`config.mk`:
```
export PLATFORM = sky130hd
export DESIGN_NAME = msrv32_dmem_ahb_master
export DESIGN_NICKNAME = d
export VERILOG_FILES = /design/src/rtl/msrv32_dmem_ahb_master.sv
export SDC_FILE = /design/constraint.sdc
export NUM_CORES = 1
export LEC_CHECK = 0
export ABC_AREA = 0
export CORE_MARGIN = 2
export CORE_UTILIZATION = 25
export CTS_CLUSTER_DIAMETER = 100
export DETAILED_ROUTE_END_ITERATION = 8
export PLACE_DENSITY_LB_ADDON = 0.12
export SLEW_MARGIN = 20
export SYNTH_ARGS = -nofsm -noshare
export SYNTH_HDL_FRONTEND = slang
export SYNTH_SLANG_ARGS = --single-unit
```
`constraint.sdc`:
```
create_clock -name ms_riscv32_mp_clk_in -period 7.7 [get_ports ms_riscv32_mp_clk_in]
set_clock_uncertainty 0.05 [all_clocks]
set_input_delay 1.54 -clock ms_riscv32_mp_clk_in [delete_from_list [all_inputs] [get_ports ms_riscv32_mp_clk_in]]
set_output_delay 1.54 -clock ms_riscv32_mp_clk_in [all_outputs]
set_load 0.02 [all_outputs]
```
`src/rtl/msrv32_dmem_ahb_master.sv`:
```
// ---------------------------------------------------------------------------
// msrv32_dmem_ahb_master
//
// Data-memory bus master sitting behind the store unit. It turns one
// word-aligned core request (a store with a byte-lane mask, or a load) into a
// single AHB-Lite transfer. It sequences the address and data phases, honours
// HREADY wait states and the two-cycle HRESP ERROR response, and hands the
// pipeline a busy/done handshake plus the raw load word. Only one transfer is
// ever outstanding and bursts are never issued.
//
// Ports
//   ms_riscv32_mp_clk_in  in   core clock, rising edge
//   ms_riscv32_mp_rst_in  in   asynchronous active-high reset
//   dmaddr_in             in   word-aligned request address
//   dmdata_in             in   lane-positioned store data
//   dmwr_mask_in          in   store byte-lane mask
//   dmwr_req_in           in   store request (wins over a load)
//   dmrd_req_in           in   load request
//   rd_size_in            in   load size 00 byte / 01 half / 10 word
//   rd_offset_in          in   load byte offset within the word
//   hready_in             in   AHB HREADY
//   hresp_in              in   AHB HRESP, 1 = ERROR
//   hrdata_in             in   AHB HRDATA
//   haddr_out             out  AHB HADDR
//   htrans_out            out  AHB HTRANS (IDLE / NONSEQ only)
//   hwrite_out            out  AHB HWRITE
//   hsize_out             out  AHB HSIZE
//   hwdata_out            out  AHB HWDATA
//   busy_out              out  pipeline stall while a transfer is in flight
//   done_out              out  one-cycle completion pulse
//   rdata_out             out  raw load word, valid with done_out on a load
//   bus_err_out           out  one-cycle pulse with done_out on ERROR
// ---------------------------------------------------------------------------
module msrv32_dmem_ahb_master #(
    parameter int ADDR_W = 32,
    parameter int DATA_W = 32
) (
    input  logic              ms_riscv32_mp_clk_in,
    input  logic              ms_riscv32_mp_rst_in,
    input  logic [ADDR_W-1:0] dmaddr_in,
    input  logic [DATA_W-1:0] dmdata_in,
    input  logic [3:0]        dmwr_mask_in,
    input  logic              dmwr_req_in,
    input  logic              dmrd_req_in,
    input  logic [1:0]        rd_size_in,
    input  logic [1:0]        rd_offset_in,
    input  logic              hready_in,
    input  logic              hresp_in,
    input  logic [DATA_W-1:0] hrdata_in,
    output logic [ADDR_W-1:0] haddr_out,
    output logic [1:0]        htrans_out,
    output logic              hwrite_out,
    output logic [2:0]        hsize_out,
    output logic [DATA_W-1:0] hwdata_out,
    output logic              busy_out,
    output logic              done_out,
    output logic [DATA_W-1:0] rdata_out,
    output logic              bus_err_out
);

    localparam logic [1:0] S_IDLE = 2'd0;
    localparam logic [1:0] S_ADDR = 2'd1;
    localparam logic [1:0] S_DATA = 2'd2;
    localparam logic [1:0] S_ERR2 = 2'd3;

    localparam logic [1:0] HTRANS_IDLE   = 2'b00;
    localparam logic [1:0] HTRANS_NONSEQ = 2'b10;

    localparam logic [2:0] HSIZE_BYTE = 3'b000;
    localparam logic [2:0] HSIZE_HALF = 3'b001;
    localparam logic [2:0] HSIZE_WORD = 3'b010;

    // Store mask -> {byte offset, HSIZE}. Masks that do not describe a
    // naturally aligned byte/half/word are issued as a full word at offset 0.
    function automatic logic [4:0] store_decode(input logic [3:0] mask);
        case (mask)
            4'b0001: store_decode = {2'b00, HSIZE_BYTE};
            4'b0010: store_decode = {2'b01, HSIZE_BYTE};
            4'b0100: store_decode = {2'b10, HSIZE_BYTE};
            4'b1000: store_decode = {2'b11, HSIZE_BYTE};
            4'b0011: store_decode = {2'b00, HSIZE_HALF};
            4'b1100: store_decode = {2'b10, HSIZE_HALF};
            default: store_decode = {2'b00, HSIZE_WORD};
        endcase
    endfunction

    logic [1:0]        r_state;
    logic [ADDR_W-1:0] r_haddr;
    logic [1:0]        r_htrans;
    logic              r_hwrite;
    logic [2:0]        r_hsize;
    logic [DATA_W-1:0] r_hwdata;
    logic [DATA_W-1:0] r_wdata;
    logic              r_busy;
    logic              r_done;
    logic [DATA_W-1:0] r_rdata;
    logic              r_err;

    logic       w_st_go;
    logic       w_ld_go;
    logic [4:0] w_st_dec;
    logic       w_unused;

    // A store with an empty mask has nothing to write and is dropped; store
    // otherwise takes priority over a simultaneous load.
    assign w_st_go  = dmwr_req_in && (dmwr_mask_in != 4'b0000);
    assign w_ld_go  = dmrd_req_in && !w_st_go;
    assign w_st_dec = store_decode(dmwr_mask_in);
    // Request addresses are word aligned; the low bits are always zero.
    assign w_unused = ^dmaddr_in[1:0];

    always_ff @(posedge ms_riscv32_mp_clk_in or posedge ms_riscv32_mp_rst_in) begin
        if (ms_riscv32_mp_rst_in) begin
            r_state  <= S_IDLE;
            r_haddr  <= '0;
            r_htrans <= HTRANS_IDLE;
            r_hwrite <= 1'b0;
            r_hsize  <= HSIZE_WORD;
            r_hwdata <= '0;
            r_wdata  <= '0;
            r_busy   <= 1'b0;
            r_done   <= 1'b0;
            r_rdata  <= '0;
            r_err    <= 1'b0;
        end else begin
            r_done <= 1'b0;
            r_err  <= 1'b0;
            case (r_state)
                S_IDLE: begin
                    if (w_st_go) begin
                        r_state  <= S_ADDR;
                        r_busy   <= 1'b1;
                        r_htrans <= HTRANS_NONSEQ;
                        r_hwrite <= 1'b1;
                        r_haddr  <= {dmaddr_in[ADDR_W-1:2], w_st_dec[4:3]};
                        r_hsize  <= w_st_dec[2:0];
                        r_wdata  <= dmdata_in;
                    end else if (w_ld_go) begin
                        r_state  <= S_ADDR;
                        r_busy   <= 1'b1;
                        r_htrans <= HTRANS_NONSEQ;
                        r_hwrite <= 1'b0;
                        r_haddr  <= {dmaddr_in[ADDR_W-1:2], rd_offset_in};
                        r_hsize  <= {1'b0, rd_size_in};
                    end
                end
                S_ADDR: begin
                    // Address phase ends when the slave signals HREADY.
                    if (hready_in) begin
                        r_state  <= S_DATA;
                        r_htrans <= HTRANS_IDLE;
                        if (r_hwrite) begin
                            r_hwdata <= r_wdata;
                        end
                    end
                end
                S_DATA: begin
                    if (hready_in) begin
                        r_state <= S_IDLE;
                        r_busy  <= 1'b0;
                        r_done  <= 1'b1;
                        if (hresp_in) begin
                            r_err <= 1'b1;
                        end else if (!r_hwrite) begin
                            r_rdata <= hrdata_in;
                        end
                    end else if (hresp_in) begin
                        // First cycle of a two-cycle ERROR response.
                        r_state <= S_ERR2;
                    end
                end
                S_ERR2: begin
                    if (hready_in) begin
                        r_state <= S_IDLE;
                        r_busy  <= 1'b0;
                        r_done  <= 1'b1;
                        r_err   <= 1'b1;
                    end
                end
                default: r_state <= S_IDLE;
            endcase
        end
    end

    assign haddr_out   = r_haddr;
    assign htrans_out  = r_htrans;
    assign hwrite_out  = r_hwrite;
    assign hsize_out   = r_hsize;
    assign hwdata_out  = r_hwdata;
    assign busy_out    = r_busy;
    assign done_out    = r_done;
    assign rdata_out   = r_rdata;
    assign bus_err_out = r_err;

endmodule

```
==> reports/qor.yml, run 1 <==
setup_ws_ps: 4370
track_usage: 0.118
syn_inst: 325
period_share: 0.433
remaining_drc_errors: 0
portBuffers: 210
total_power_mw: 3.59
p_sw_mw: 1.15
crit_required_ps: 7940
layout_commonest_cell: "clkdlybuf4s50_1"
htreeDepth: 4
drive_above_1_share: 0.299
dp_hpwl_um: 8980
cp-end-kind: "register"
area_growth_syn_to_layout_pct: 57.2
crit_path_start_kind: "input port"
peakVddDrop_v: 0.000158
holdWs_ps: 451
antenna_found_initial: 1
critPathArrivalTime_ps: 3570
drv_cap: 0
nets: 653
netlist-cell-type-count: 34
rows: 53
die_w_um: 149
hp-class: "register to register"
grt_max_degree: 73
ys_seq_area_frac: 0.652
grt_setup_unrepaired: "no"
internal_power_mw: 2.44
period_minus_slack_ps: 3330
numCtsBuffers: 17
antenna_left: 0
yosys_warnings: 0
postPlaceCellArea_um2: 7650
wl_per_cell_um: 15.6
netlist_area_um2: 5260
n_antenna_cell: 0
p_leak_nw: 3.43
globalplace.congestion: 0.664
vias: 3444
coreArea_um2: 20800
p_comb_frac: 0.417
powerDensity_nw_per_um2: 434
die_y_um: 149
ctsResizeCount: 0
slew_headroom: 0.344
pin_count: 215
ys_ff_latch: 137
crit_type: "input port to register"
die_area_um2: 22200
final_core_util: 0.397
place_ws_ps: 3920
grt_pass1_vias: 3617
placedCellCount: 799
start_util: 0.252
clkTransAtPathRegs_ps: 50
viasPerCell: 4.15
drtIter0Drc: 60
avgSynthCellArea_um2: 16.2
layout_common_cells: "clkdlybuf4s50_1 (210), dfrtp_1 (136), mux2_2 (126)"
power_frac_seq: 0.350
first_pass_iters: 4
drv_slew: 0
fin_cells: 830
fillerInstances: 1981
post_cts_buffers: 0
hold_viol: 0
insertion_delay_ps: 410
setup_viol: 0
wl_um: 12900
status: "completed"
max_freq_mhz: 300
cp_max_fo: 35
cts_max_path_buffers: 2
worst_pin_slew_ps: 982
sw_frac_of_total: 0.321
cts.sinks: 137
cts_tree: "yes"
pwr-share-clk: 0.233
overflow: 0
grt_pass1_wl_um: 19800
final_area_um2: 8260
root_buffer: "clkbuf_16"
cts_hold_buf: 0
fin_setup_tns_ps: 0
## area by class of cell
cell class | count | area, um2 | area share
Clock buffer | 21 | 470 | 0.0569
Inverter | 7 | 31.3 | 0.00379
Timing Repair Buffer | 213 | 2120 | 0.257
Clock inverter | 10 | 144 | 0.0174
Sequential cell | 137 | 3430 | 0.415
Multi-Input combinational cell | 167 | 1720 | 0.208
Tap cell | 275 | 344 | 0.0416
## synthesized netlist by cell type (all sizes together)
library cell    n  area (um2)
a211o           1        8.76
a211oi          1        7.51
a21o            1        7.51
a21oi           2        10.0
and3            2        12.5
buf            14         105
clkbuf          1        3.75
conb            1        3.75
dfrtp         136        3400
dfstp           1        26.3
inv             7        26.3
mux2          127        1430
mux2i           1        10.0
nand2           5        18.8
nand2b          1        6.26
nand3           1        5.00
nand3b          1        7.51
nor2            4        15.0
nor2b           1        6.26
nor3b           2        15.0
nor4            1        12.5
nor4bb          2        20.0
o2111ai         1        8.76
o21a            1        7.51
o21ai           6        33.8
o311ai          1        16.3
o32a            1        10.0
o41a            1        11.3
or4             1        7.51
## worst max-delay path: stages
cell	delay, ps
clkdlybuf4s50_1	480
or4_1	570
and3_2	540
mux2_2	410
## registers in the layout, indices dropped and copies added (netlist names)
name / cells
hwrite_out: 1
rdata_out: 32
hsize_out: 2
htrans_out: 1
busy_out: 1
bus_err_out: 1
done_out: 1
haddr_out: 32
hwdata_out: 32
r_wdata: 32
r_state: 2
## power by group through the flow
stage	sequential (mW)	combinational, mW	clock, mW
5_1_grt	1.31	1.60	0.905
3_5_place_dp	1.27	1.52	0
6_report	1.26	1.50	0.837
3_3_place_gp	1.25	1.51	0
4_1_cts	1.26	1.53	0.870
2_1_floorplan	1.57	0.506	0
## per-layer routing
layer	wire [um]	GRT usage	part of all wire	vias up
met5	16	0	0.0012	-
met3	1220	0.0541	0.095	16
met2	5970	0.184	0.46	143
li1	-	-	-	1581
met1	5510	0.144	0.43	1702
met4	191	0.0443	0.015	2
## cells by family (layout without fill, tap and decap cells)
logic type	after synthesis	count (layout)	share of synthesized area
flops	137	137	0.652
other cells	1	2	0.000713
buf+inv	22	251	0.0257
simple gates	21	21	0.0240
compound gates	16	16	0.0231
mux	128	128	0.274
## path summary, 6_finish.rpt
check                                        from                         to  slack, ps  depth (start not counted)
max in group asynchronous    ms_riscv32_mp_rst_in  haddr_out[19]$_DFFE_PP0P_       4700                          3
setup / recovery                  dmwr_mask_in[0]    r_wdata[31]$_DFFE_PP0P_       4370                          4
hold / removal               busy_out$_DFFE_PP0P_       busy_out$_DFFE_PP0P_        450                          2
setup reg to reg           r_state[0]$_DFFE_PP0P_    r_wdata[31]$_DFFE_PP0P_       5350                          3
min in group asynchronous    ms_riscv32_mp_rst_in  haddr_out[26]$_DFFE_PP0P_       1560                          2
hold reg to reg              busy_out$_DFFE_PP0P_       busy_out$_DFFE_PP0P_        450                          2
Power figures use the tool's default switching activity.
==> inputs of run 2 (changes only) <==
clock period = 3.44 ns   (was 7.7 ns; I/O delays follow)
==> reports/qor.yml, run 2 (synthesis gave the netlist of run 1 again) <==
status: "completed"
insertion_delay_ps: 410
powerDensity_nw_per_um2: 989
vias: 3464
cts.sinks: 137
fin_setup_tns_ps: 0
drv_cap: 0
drive_above_1_share: 0.302
wl_per_cell_um: 15.6
globalplace.congestion: 0.690
layout_common_cells: "clkdlybuf4s50_1 (210), dfrtp_1 (136), mux2_2 (126)"
period_minus_slack_ps: 2460
crit_required_ps: 3730
die_area_um2: 22200
cp-end-kind: "register"
drtIter0Drc: 67
layout_commonest_cell: "clkdlybuf4s50_1"
clkTransAtPathRegs_ps: 60
placedCellCount: 802
postPlaceCellArea_um2: 7690
nets: 656
cts_hold_buf: 0
whs_path_depth: 2
htreeDepth: 4
fillerInstances: 1994
grt_max_degree: 82
portBuffers: 210
fin_cells: 832
setup_viol: 0
hold_viol: 0
crit_type: "input port to register"
drv_slew: 0
peakVddDrop_v: 0.000376
grt_pass1_wl_um: 19900
ctsResizeCount: 0
die_w_um: 149
hp-class: "register to register"
viasPerCell: 4.16
critPathArrivalTime_ps: 2750
track_usage: 0.118
internal_power_mw: 5.66
power_frac_seq: 0.339
crit_path_start_kind: "input port"
grt_pass1_vias: 3693
wl_um: 13000
antenna_found_initial: 2
coreArea_um2: 20800
slew_headroom: 0.391
first_pass_iters: 4
dp_hpwl_um: 8940
pin_count: 215
root_buffer: "clkbuf_16"
period_share: 0.717
p_comb_frac: 0.409
max_freq_mhz: 406
die_y_um: 149
total_power_mw: 8.26
cp_max_fo: 35
overflow: 0
p_sw_mw: 2.61
area_growth_syn_to_layout_pct: 59.0
r2r_cells: 4
p_leak_nw: 3.47
n_antenna_cell: 0
antenna_left: 0
final_area_um2: 8360
remaining_drc_errors: 0
numCtsBuffers: 17
grt_setup_unrepaired: "no"
cts_max_path_buffers: 2
post_cts_buffers: 0
rows: 53
cts_tree: "yes"
start_util: 0.252
worst_pin_slew_ps: 914
pwr-share-clk: 0.252
sw_frac_of_total: 0.315
final_core_util: 0.401
[run 2: area by class of cell]
| class | instances | area [um2] | share of cell area |
|---|---|---|---|
| multi-input cells | 167 | 1720 | 0.206 |
| inverters | 7 | 30.0 | 0.00359 |
| clock inverters | 11 | 221 | 0.0265 |
| well taps | 275 | 344 | 0.0412 |
| clock buffers | 19 | 443 | 0.0530 |
| repair buffers | 216 | 2170 | 0.260 |
| flip-flops and latches | 137 | 3430 | 0.410 |
[run 2: path summary, 6_finish.rpt]
| kind | end | slack [ps] | from |
|---|---|---|---|
| max in group asynchronous | hwdata_out[6]$_DFFE_PP0P_ | 1920 | ms_riscv32_mp_rst_in |
| worst min-delay path | busy_out$_DFFE_PP0P_ | 430 | busy_out$_DFFE_PP0P_ |
| worst min register to register | busy_out$_DFFE_PP0P_ | 430 | busy_out$_DFFE_PP0P_ |
| min in group asynchronous | hwdata_out[25]$_DFFE_PP0P_ | 610 | ms_riscv32_mp_rst_in |
| worst max-delay path | hsize_out[1]$_DFFE_PP1P_ | 980 | dmwr_mask_in[0] |
| worst max register to register | r_wdata[22]$_DFFE_PP0P_ | 1290 | r_state[0]$_DFFE_PP0P_ |
[run 2: per-layer routing]
layer,vias up,share of wire,global-route usage,wire length (um)
met5,-,0,0,0
met4,0,0.014,0.0357,176
met3,12,0.11,0.0657,1380
met2,145,0.44,0.174,5690
met1,1728,0.44,0.147,5720
li1,1579,-,-,-
[run 2: through the flow]
stage	setup WS, ps	hold slack [ps]
finish	975	426
global route	870	464
CTS	940	431
detailed placement	498	416
global placement	561	421
floorplan	996	427
[run 2: power by group through the flow]
stage | Sequential [mW] | Combinational [mW] | Clock [mW]
2_1_floorplan | 3.51 | 1.13 | 0
3_3_place_gp | 2.80 | 3.39 | 0
3_5_place_dp | 2.84 | 3.43 | 0
4_1_cts | 2.82 | 3.44 | 2.15
5_1_grt | 2.92 | 3.59 | 2.22
6_report | 2.80 | 3.38 | 2.08
[run 2: critical path, cell delays in order]
cell and delay (ps):
clkdlybuf4s50_1 490, or4_1 570, and3_2 550, o32a_1 460
==> inputs of run 3 (changes only) <==
clock period = 2.4 ns   (was 3.44 ns; I/O delays follow)
==> reports/qor.yml, run 3 (synthesis gave the netlist of run 1 again) <==
coreArea_um2: 20800
vias: 3498
critPathArrivalTime_ps: 1570
clkTransAtPathRegs_ps: 60
grt_pass1_wl_um: 20300
min_from: "rdata_out[3]$_DFFE_PP0P_"
hp-class: "register to register"
cts_hold_buf: 0
crit_path_start_kind: "register"
root_buffer: "clkbuf_16"
period_minus_slack_ps: 2100
worst_pin_slew_ps: 653
hold_end: "rdata_out[3]$_DFFE_PP0P_"
whs_path_depth: 1
crit_cells: 1
status: "completed"
nets: 666
cp_num_buf_inv: 1
layout_commonest_cell: "clkdlybuf4s50_1"
drtIter0Drc: 77
slew_headroom: 0.565
peakVddDrop_v: 0.000514
r2r-start: "r_state[0]$_DFFE_PP0P_"
powerDensity_nw_per_um2: 1400
max_freq_mhz: 476
die_w_um: 149
start_util: 0.252
p_leak_nw: 3.52
period_share: 0.876
drive_above_1_share: 0.313
insertion_delay_ps: 410
grt_pass1_vias: 3784
wl_um: 12900
portBuffers: 210
slowest_stage: "clkdlybuf4s50_1"
fillerInstances: 1974
wl_per_cell_um: 15.4
holdWs_ps: 441
crit_required_ps: 1870
ctsResizeCount: 0
cp-end-kind: "output pin"
worstPathCellList: "clkdlybuf4s50_1"
reg2reg_to: "r_wdata[1]$_DFFE_PP0P_"
first_pass_iters: 4
globalplace.congestion: 0.678
rows: 53
die_area_um2: 22200
fin_setup_tns_ps: 0
overflow: 0
viasPerCell: 4.15
slowest_delay_ps: 630
antenna_left: 0
cp_max_fo: 2
area_growth_syn_to_layout_pct: 60.7
post_cts_buffers: 0
dp_hpwl_um: 9080
ff2ff_setup_slack_ps: 660
layout_common_cells: "clkdlybuf4s50_1 (210), dfrtp_1 (136), mux2_2 (126)"
grt_max_degree: 107
setup_viol: 0
antenna_found_initial: 0
pin_count: 215
crit_type: "register to output pin"
cts_max_path_buffers: 2
r2r_cells: 5
cts_tree: "yes"
die_y_um: 149
numCtsBuffers: 17
n_antenna_cell: 0
hold_viol: 0
critPathTopFamily: "buffers and inverters"
grt_setup_unrepaired: "no"
htreeDepth: 4
drv_slew: 0
remaining_drc_errors: 0
drv_cap: 0
cts.sinks: 137
track_usage: 0.120
run 3: cell types whose count changed in the layout (fill, tap and decap cells not counted), sizes merged:
cell,before,now
buf,6,16
bufinv,6,5
clkbuf,19,20
clkinv,3,4
run 3: per-stage QoR:
stage | cells | power [mW] | area, um2 | util | setup slack, ps
after floorplan | 326 | 6.65 | 5260 | - | 164
after global placement | 812 | 8.95 | 7810 | 0.375 | 10.6
after detailed placement | 812 | 9.07 | 7810 | 0.375 | -7.49
after CTS | 843 | 12.0 | 8450 | 0.406 | 265
after global routing | 843 | 12.5 | 8450 | 0.406 | 251
final | 843 | 11.8 | 8450 | 0.406 | 299
run 3: how the worst max path moves through the flow:
stage                                      to  slack [ps]                      from
CTS                              hsize_out[1]         270  hsize_out[1]$_DFFE_PP1P_
floorplan               bus_err_out$_DFF_PP0_         160      ms_riscv32_mp_rst_in
finish                           hsize_out[1]         300  hsize_out[1]$_DFFE_PP1P_
detailed placement  haddr_out[23]$_DFFE_PP0P_          -7           dmwr_mask_in[1]
global placement    haddr_out[25]$_DFFE_PP0P_          10           dmwr_mask_in[0]
global route                       hwrite_out         250    hwrite_out$_DFFE_PP0P_
run 3: final cells by class:
type | instances | area [um2] | area share
Inverter | 7 | 30.0 | 0.00355
Clock inverter | 11 | 196 | 0.0232
Clock buffer | 20 | 447 | 0.0529
Timing Repair Buffer | 226 | 2280 | 0.270
Sequential cell | 137 | 3430 | 0.406
Tap cell | 275 | 344 | 0.0407
Multi-Input combinational cell | 167 | 1720 | 0.203
run 3: routing by layer:
metal,vias to the layer above,global-route usage,share of wire
met1,1737,0.148,0.44
met3,9,0.0581,0.097
met5,-,0,0
li1,1610,-,-
met4,0,0.0400,0.011
met2,142,0.185,0.45
run 3: worst reg2reg max path, stage by stage (launching register included):
cell	delay [ps]
dfrtp_1	470
nor2_1	120
buf_4	160
and3_2	210
buf_12	230
mux2_2	380
run 3: where the power goes:
part | internal (mW) | total [mW] | switching (mW)
Sequential | 3.46 | 4.02 | 0.562
Clock | 1.87 | 2.86 | 0.986
Combinational | 2.75 | 4.92 | 2.18
==> edit 1: new RTL, flow settings as in run 1 <==
Put one more register stage on the output `bus_err_out`, without a reset. The value now appears one clock later. The other outputs are not delayed to match. Comments in the files are not updated.
--- a/src/rtl/msrv32_dmem_ahb_master.sv
+++ b/src/rtl/msrv32_dmem_ahb_master.sv
@@ -190,7 +190,9 @@
     assign busy_out    = r_busy;
     assign done_out    = r_done;
     assign rdata_out   = r_rdata;
-    assign bus_err_out = r_err;
+    always_ff @(posedge ms_riscv32_mp_clk_in) begin
+        bus_err_out <= r_err;
+    end
 
 endmodule
 
Check against the original RTL: not equivalent (a bounded check fails within 4 cycles, from zero or initial values and one cycle with ms_riscv32_mp_rst_in high).
==> edit 1 against run 1 <==
First-iteration DRC count down 6.7%. Largest power group unchanged. Worst setup slack worse by 220 ps. Via count up 1.2%. Sequential power about the same. Maximum frequency down 6.1%. Synthesized cell count up 0.31%. Design area up 0.80%. Die area up 0.37%. Wire length up 0.47%. Synthesized area up 0.38%. Total power up 2.1%. Sequential cell count up 1.
==> edit 1: results (changes against run 1) <==
Slowest CP cell: o21ai_4 (was or4_1)
Distinct cells, synth: 35 (was 34)
Routed wire length per instance: 15.6 um (about the same)
Post-Place Cells: 800 (was 799)
Post-synthesis sequential area ratio: 0.654 (was 0.652)
CP max FO: 18 (was 35)
R2R Path End: r_wdata[29] (was r_wdata[31])
Filler cells: 1,945 (was 1,981)
Fraction of layout instances using a drive strength above 1: 0.297 (was 0.299)
First-pass GRT wire length: 20,100 um (was 19,800 um)
Diodes inserted: 0 (unchanged)
GRT Total Usage: 0.119 (was 0.118)
Status: finished clean (unchanged)
VDD IR max: 153 uV (was 158 uV)
HP Start: r_err (was busy_out)
Asr flop ratio synth: 0.993 (was 1.00)
Non-Filler Instances: 831 (was 830)
Final HPWL DP: 8990 um (was 8980 um)
Final net count: 654 (was 653)
Pin count of the biggest net entering global routing: 71 (was 73)
Leak pwr: 0.00347 uW (was 0.00343 uW)
CP peak stage delay: 610 ps (was 570 ps)
Placed cell areas: 0.00769 sq mm (was 0.00765 sq mm)
Routed vias: 3,484 (was 3,444)
Crit path DAT: 3790 ps (was 3570 ps)
Reg2Reg Setup Slack: 5270 ps (was 5350 ps)
Slew HR: 0.364 (was 0.344)
RD Place Congestion: 0.692 (was 0.664)
Number of global-route vias before repair: 3,686 (was 3,617)
Synthesized area per cell: 16.2 sq um (about the same)
Synth area leaders: dfrtp_1, mux2_2, buf_6 (unchanged)
Hold path depth: 0 (was 2)
Hold Path End: bus_err_out (was busy_out)
[edit 1: how the worst max path moves through the flow]
stage | start | endpoint | slack (ps) | cells past startpoint
finish | dmwr_mask_in[0] | haddr_out[26] | 4150 | 5
global route | dmwr_mask_in[2] | haddr_out[31] | 4060 | 5
CTS | dmwr_mask_in[0] | haddr_out[26] | 4120 | 5
detailed placement | dmwr_mask_in[0] | haddr_out[30] | 3690 | 5
global placement | dmwr_mask_in[0] | haddr_out[26] | 3560 | 4
floorplan | ms_riscv32_mp_rst_in | busy_out | 2440 | 1
[edit 1: cell families (layout without fill, tap and decap cells)]
| family | after synthesis | count (layout) | synth area share |
|---|---|---|---|
| other cells | 1 | 2 | 0.000711 |
| simple gates | 21 | 21 | 0.0240 |
| mux | 128 | 128 | 0.273 |
| compound gates | 16 | 16 | 0.0230 |
| flops | 138 | 138 | 0.654 |
| buf+inv | 22 | 251 | 0.0256 |
[edit 1: layout make-up]
| class | instances | area (sq um) | share of cell area |
|---|---|---|---|
| flip-flops and latches | 138 | 3450 | 0.414 |
| repair buffers | 213 | 2140 | 0.258 |
| clock buffers | 20 | 447 | 0.0536 |
| multi-input cells | 167 | 1720 | 0.206 |
| well taps | 275 | 344 | 0.0413 |
| inverters | 7 | 31.3 | 0.00376 |
| clock inverters | 11 | 194 | 0.0233 |
[edit 1: routing by layer]
| metal | global-route usage | share of wire | vias up |
|---|---|---|---|
| met4 | 0.0538 | 0.024 | 2 |
| met2 | 0.187 | 0.46 | 147 |
| met1 | 0.138 | 0.41 | 1724 |
| met5 | 0 | 0.00069 | - |
| li1 | - | - | 1589 |
| met3 | 0.0563 | 0.10 | 22 |
[edit 1: report_power, final]
part | internal [uW] | switching [uW] | total, uW
Clock | 583 | 309 | 892
Sequential | 1080 | 176 | 1260
Combinational | 836 | 677 | 1510
[edit 1: per-stage QoR]
step	setup WS [ps]	hold slack [ps]
floorplan	2440	274
global placement	3560	276
detailed placement	3690	282
CTS	4120	300
global route	4060	304
finish	4150	295
[edit 1: worst max-delay path, delay by kind of cell]
kind	cells	cell delay [ps]
AOI/OAI and AO/OA	2	1170
buffers and inverters	2	720
muxes	1	340
==> edit 2: new RTL, config.mk and constraints of run 1 <==
Without the edit above. Set the parameter `DATA_W` to 64 (it was 32).
--- a/src/rtl/msrv32_dmem_ahb_master.sv
+++ b/src/rtl/msrv32_dmem_ahb_master.sv
@@ -33,7 +33,7 @@
 // ---------------------------------------------------------------------------
 module msrv32_dmem_ahb_master #(
     parameter int ADDR_W = 32,
-    parameter int DATA_W = 32
+    parameter int DATA_W = 64
 ) (
     input  logic              ms_riscv32_mp_clk_in,
     input  logic              ms_riscv32_mp_rst_in,
Interface: changed (resized dmdata_in, hrdata_in, hwdata_out and rdata_out); port bits go from 215 to 343. The function was not compared with the original's and may differ.
==> edit 2 against run 1 <==
Synthesized area increased by 67%. Maximum frequency decreased by 9.3%. Design area increased by 65%. Worst setup slack got worse by 340 ps. Highest routed layer is now met4. Wire length increased by 80%. Critical path depth increased by 1. Largest power group unchanged. Sequential cell count increased by 96. Total power increased by 64%.
==> edit 2: results (changes against run 1) <==
Most frequent cells after synthesis: dfrtp_1, mux2_2, buf_2 (was dfrtp_1, mux2_2, inv_1)
CP peak stage delay: 660 ps (was 570 ps)
Slowest CP cell: buf_4 (was or4_1)
Max cap viols: 0 (unchanged)
Initial antenna violation count: 1 (unchanged)
Total CTS buffers: 29 (was 17)
GRT met2 Usage: 0.193 (was 0.184)
Crit path DAT: 4040 ps (was 3570 ps)
Post-synthesis sequential area ratio: 0.664 (was 0.652)
PortBufs: 338 (was 210)
Synth area leaders: dfrtp_1, mux2_2, buf_2 (was dfrtp_1, mux2_2, buf_6)
Clk root buf: clkbuf_16 (unchanged)
VDD IR max: 189 uV (was 158 uV)
H-tree Lvls: 1 (was 4)
Detailed Route Iter0 Violations: 123 (was 60)
Post-CTS Resized: 0 (unchanged)
Worst R2R Start: r_state[0] (unchanged)
Leak pwr: 0.00566 uW (was 0.00343 uW)
Distinct cells, synth: 32 (was 34)
Number of global-route vias before repair: 6,006 (was 3,617)
Skew-Pair Late Insertion Delay: 530 ps (was 410 ps)
CP max FO: 46 (was 35)
M3 GR Usage: 0.0670 (was 0.0541)
Fraction of layout instances using a drive strength above 1: 0.307 (was 0.299)
Slew HR: 0.339 (was 0.344)
Pin count of the biggest net entering global routing: 103 (was 73)
Most frequent cell after synthesis: dfrtp_1 (unchanged)
Worst-case clock buffer depth: 3 (was 2)
RD Place Congestion: 0.692 (was 0.664)
Worst Hold Class: register to register (unchanged)
Routed wire length per instance: 17.2 um (was 15.6 um)
Diodes inserted: 0 (unchanged)
DR vias/cell: 4.13 (was 4.15)
CTS clk-pin slew, worst paths: 60 ps
Asr flop ratio synth: 1.00 (unchanged)
Critical Path Start: dmwr_mask_in[2] (was dmwr_mask_in[0])
Status: finished clean (unchanged)
Final net count: 1,052 (was 653)
M1 GR Usage: 0.146 (was 0.144)
Pre-antenna DRT Iters: 4 (unchanged)
Post-CTS setup buffers: 0 (unchanged)
Post-synth EDFFs: 0 (unchanged)
Final HPWL DP: 15,700 um (was 8980 um)
First-pass GRT wire length: 34,900 um (was 19,800 um)
GRT Total Usage: 0.122 (was 0.118)
Ys Warns: 0 (unchanged)
HP Start: busy_out (unchanged)
## edit 2: critical path, delay by kind of cell
kind | cells | cell delay, ps
AND/OR/NAND/NOR | 2 | 790
buffers and inverters | 2 | 1250
multiplexers | 1 | 410
## edit 2: where the power goes
part	leakage [uW]	internal (uW)	switching, uW
combinational	0.00240	1340	1110
sequential	0.00281	1830	283
clock	0.000447	809	502
total	0.00566	3980	1890
## edit 2: kinds of logic (layout without fill, tap and decap cells)
kind of cell,Yosys count,in the layout,synth area share
AOI/OAI and AO/OA,16,16,0.0130
buffers and inverters,33,400,0.0201
DFF,233,233,0.664
muxes,224,224,0.287
other,1,2,0.000427
and+or+nand+nor,21,21,0.0154
## edit 2: final cells by class
class / instances / area (sq um)
Multi-Input combinational cell: 263 / 2800
Clock buffer: 44 / 842
Fill cell: 3308 / 20900
Sequential cell: 233 / 5830
Inverter: 7 / 30.0
Timing Repair Buffer: 344 / 3450
Tap cell: 455 / 569
Clock inverter: 5 / 77.6
## edit 2: layer usage
layer | part of all wire | vias to the layer above
li1 | - | 2568
met1 | 0.40 | 2737
met4 | 0.015 | 0
met5 | 0 | -
met2 | 0.45 | 236
met3 | 0.14 | 40
## edit 2: metrics by stage
step	total power (uW)	cells	worst slack (ps)	instance area [sq um]	hold slack, ps
after floorplan	3440	529	3060	8790	427
after global placement	4610	1302	3470	12700	417
after detailed placement	4630	1302	3430	12700	438
after CTS	6000	1351	4000	13600	451
after global routing	6240	1351	3890	13600	462
final	5880	1351	4030	13600	445
## edit 2: worst paths after layout
kind / end / slack, ps / depth (start not counted)
min reg2reg: busy_out / 440 / 2
max: r_wdata[46] / 4030 / 5
max reg2reg: r_wdata[46] / 4760 / 4
max in group asynchronous: hsize_out[0] / 5100 / 3
min in group asynchronous: rdata_out[24] / 1460 / 2
min: busy_out / 440 / 2
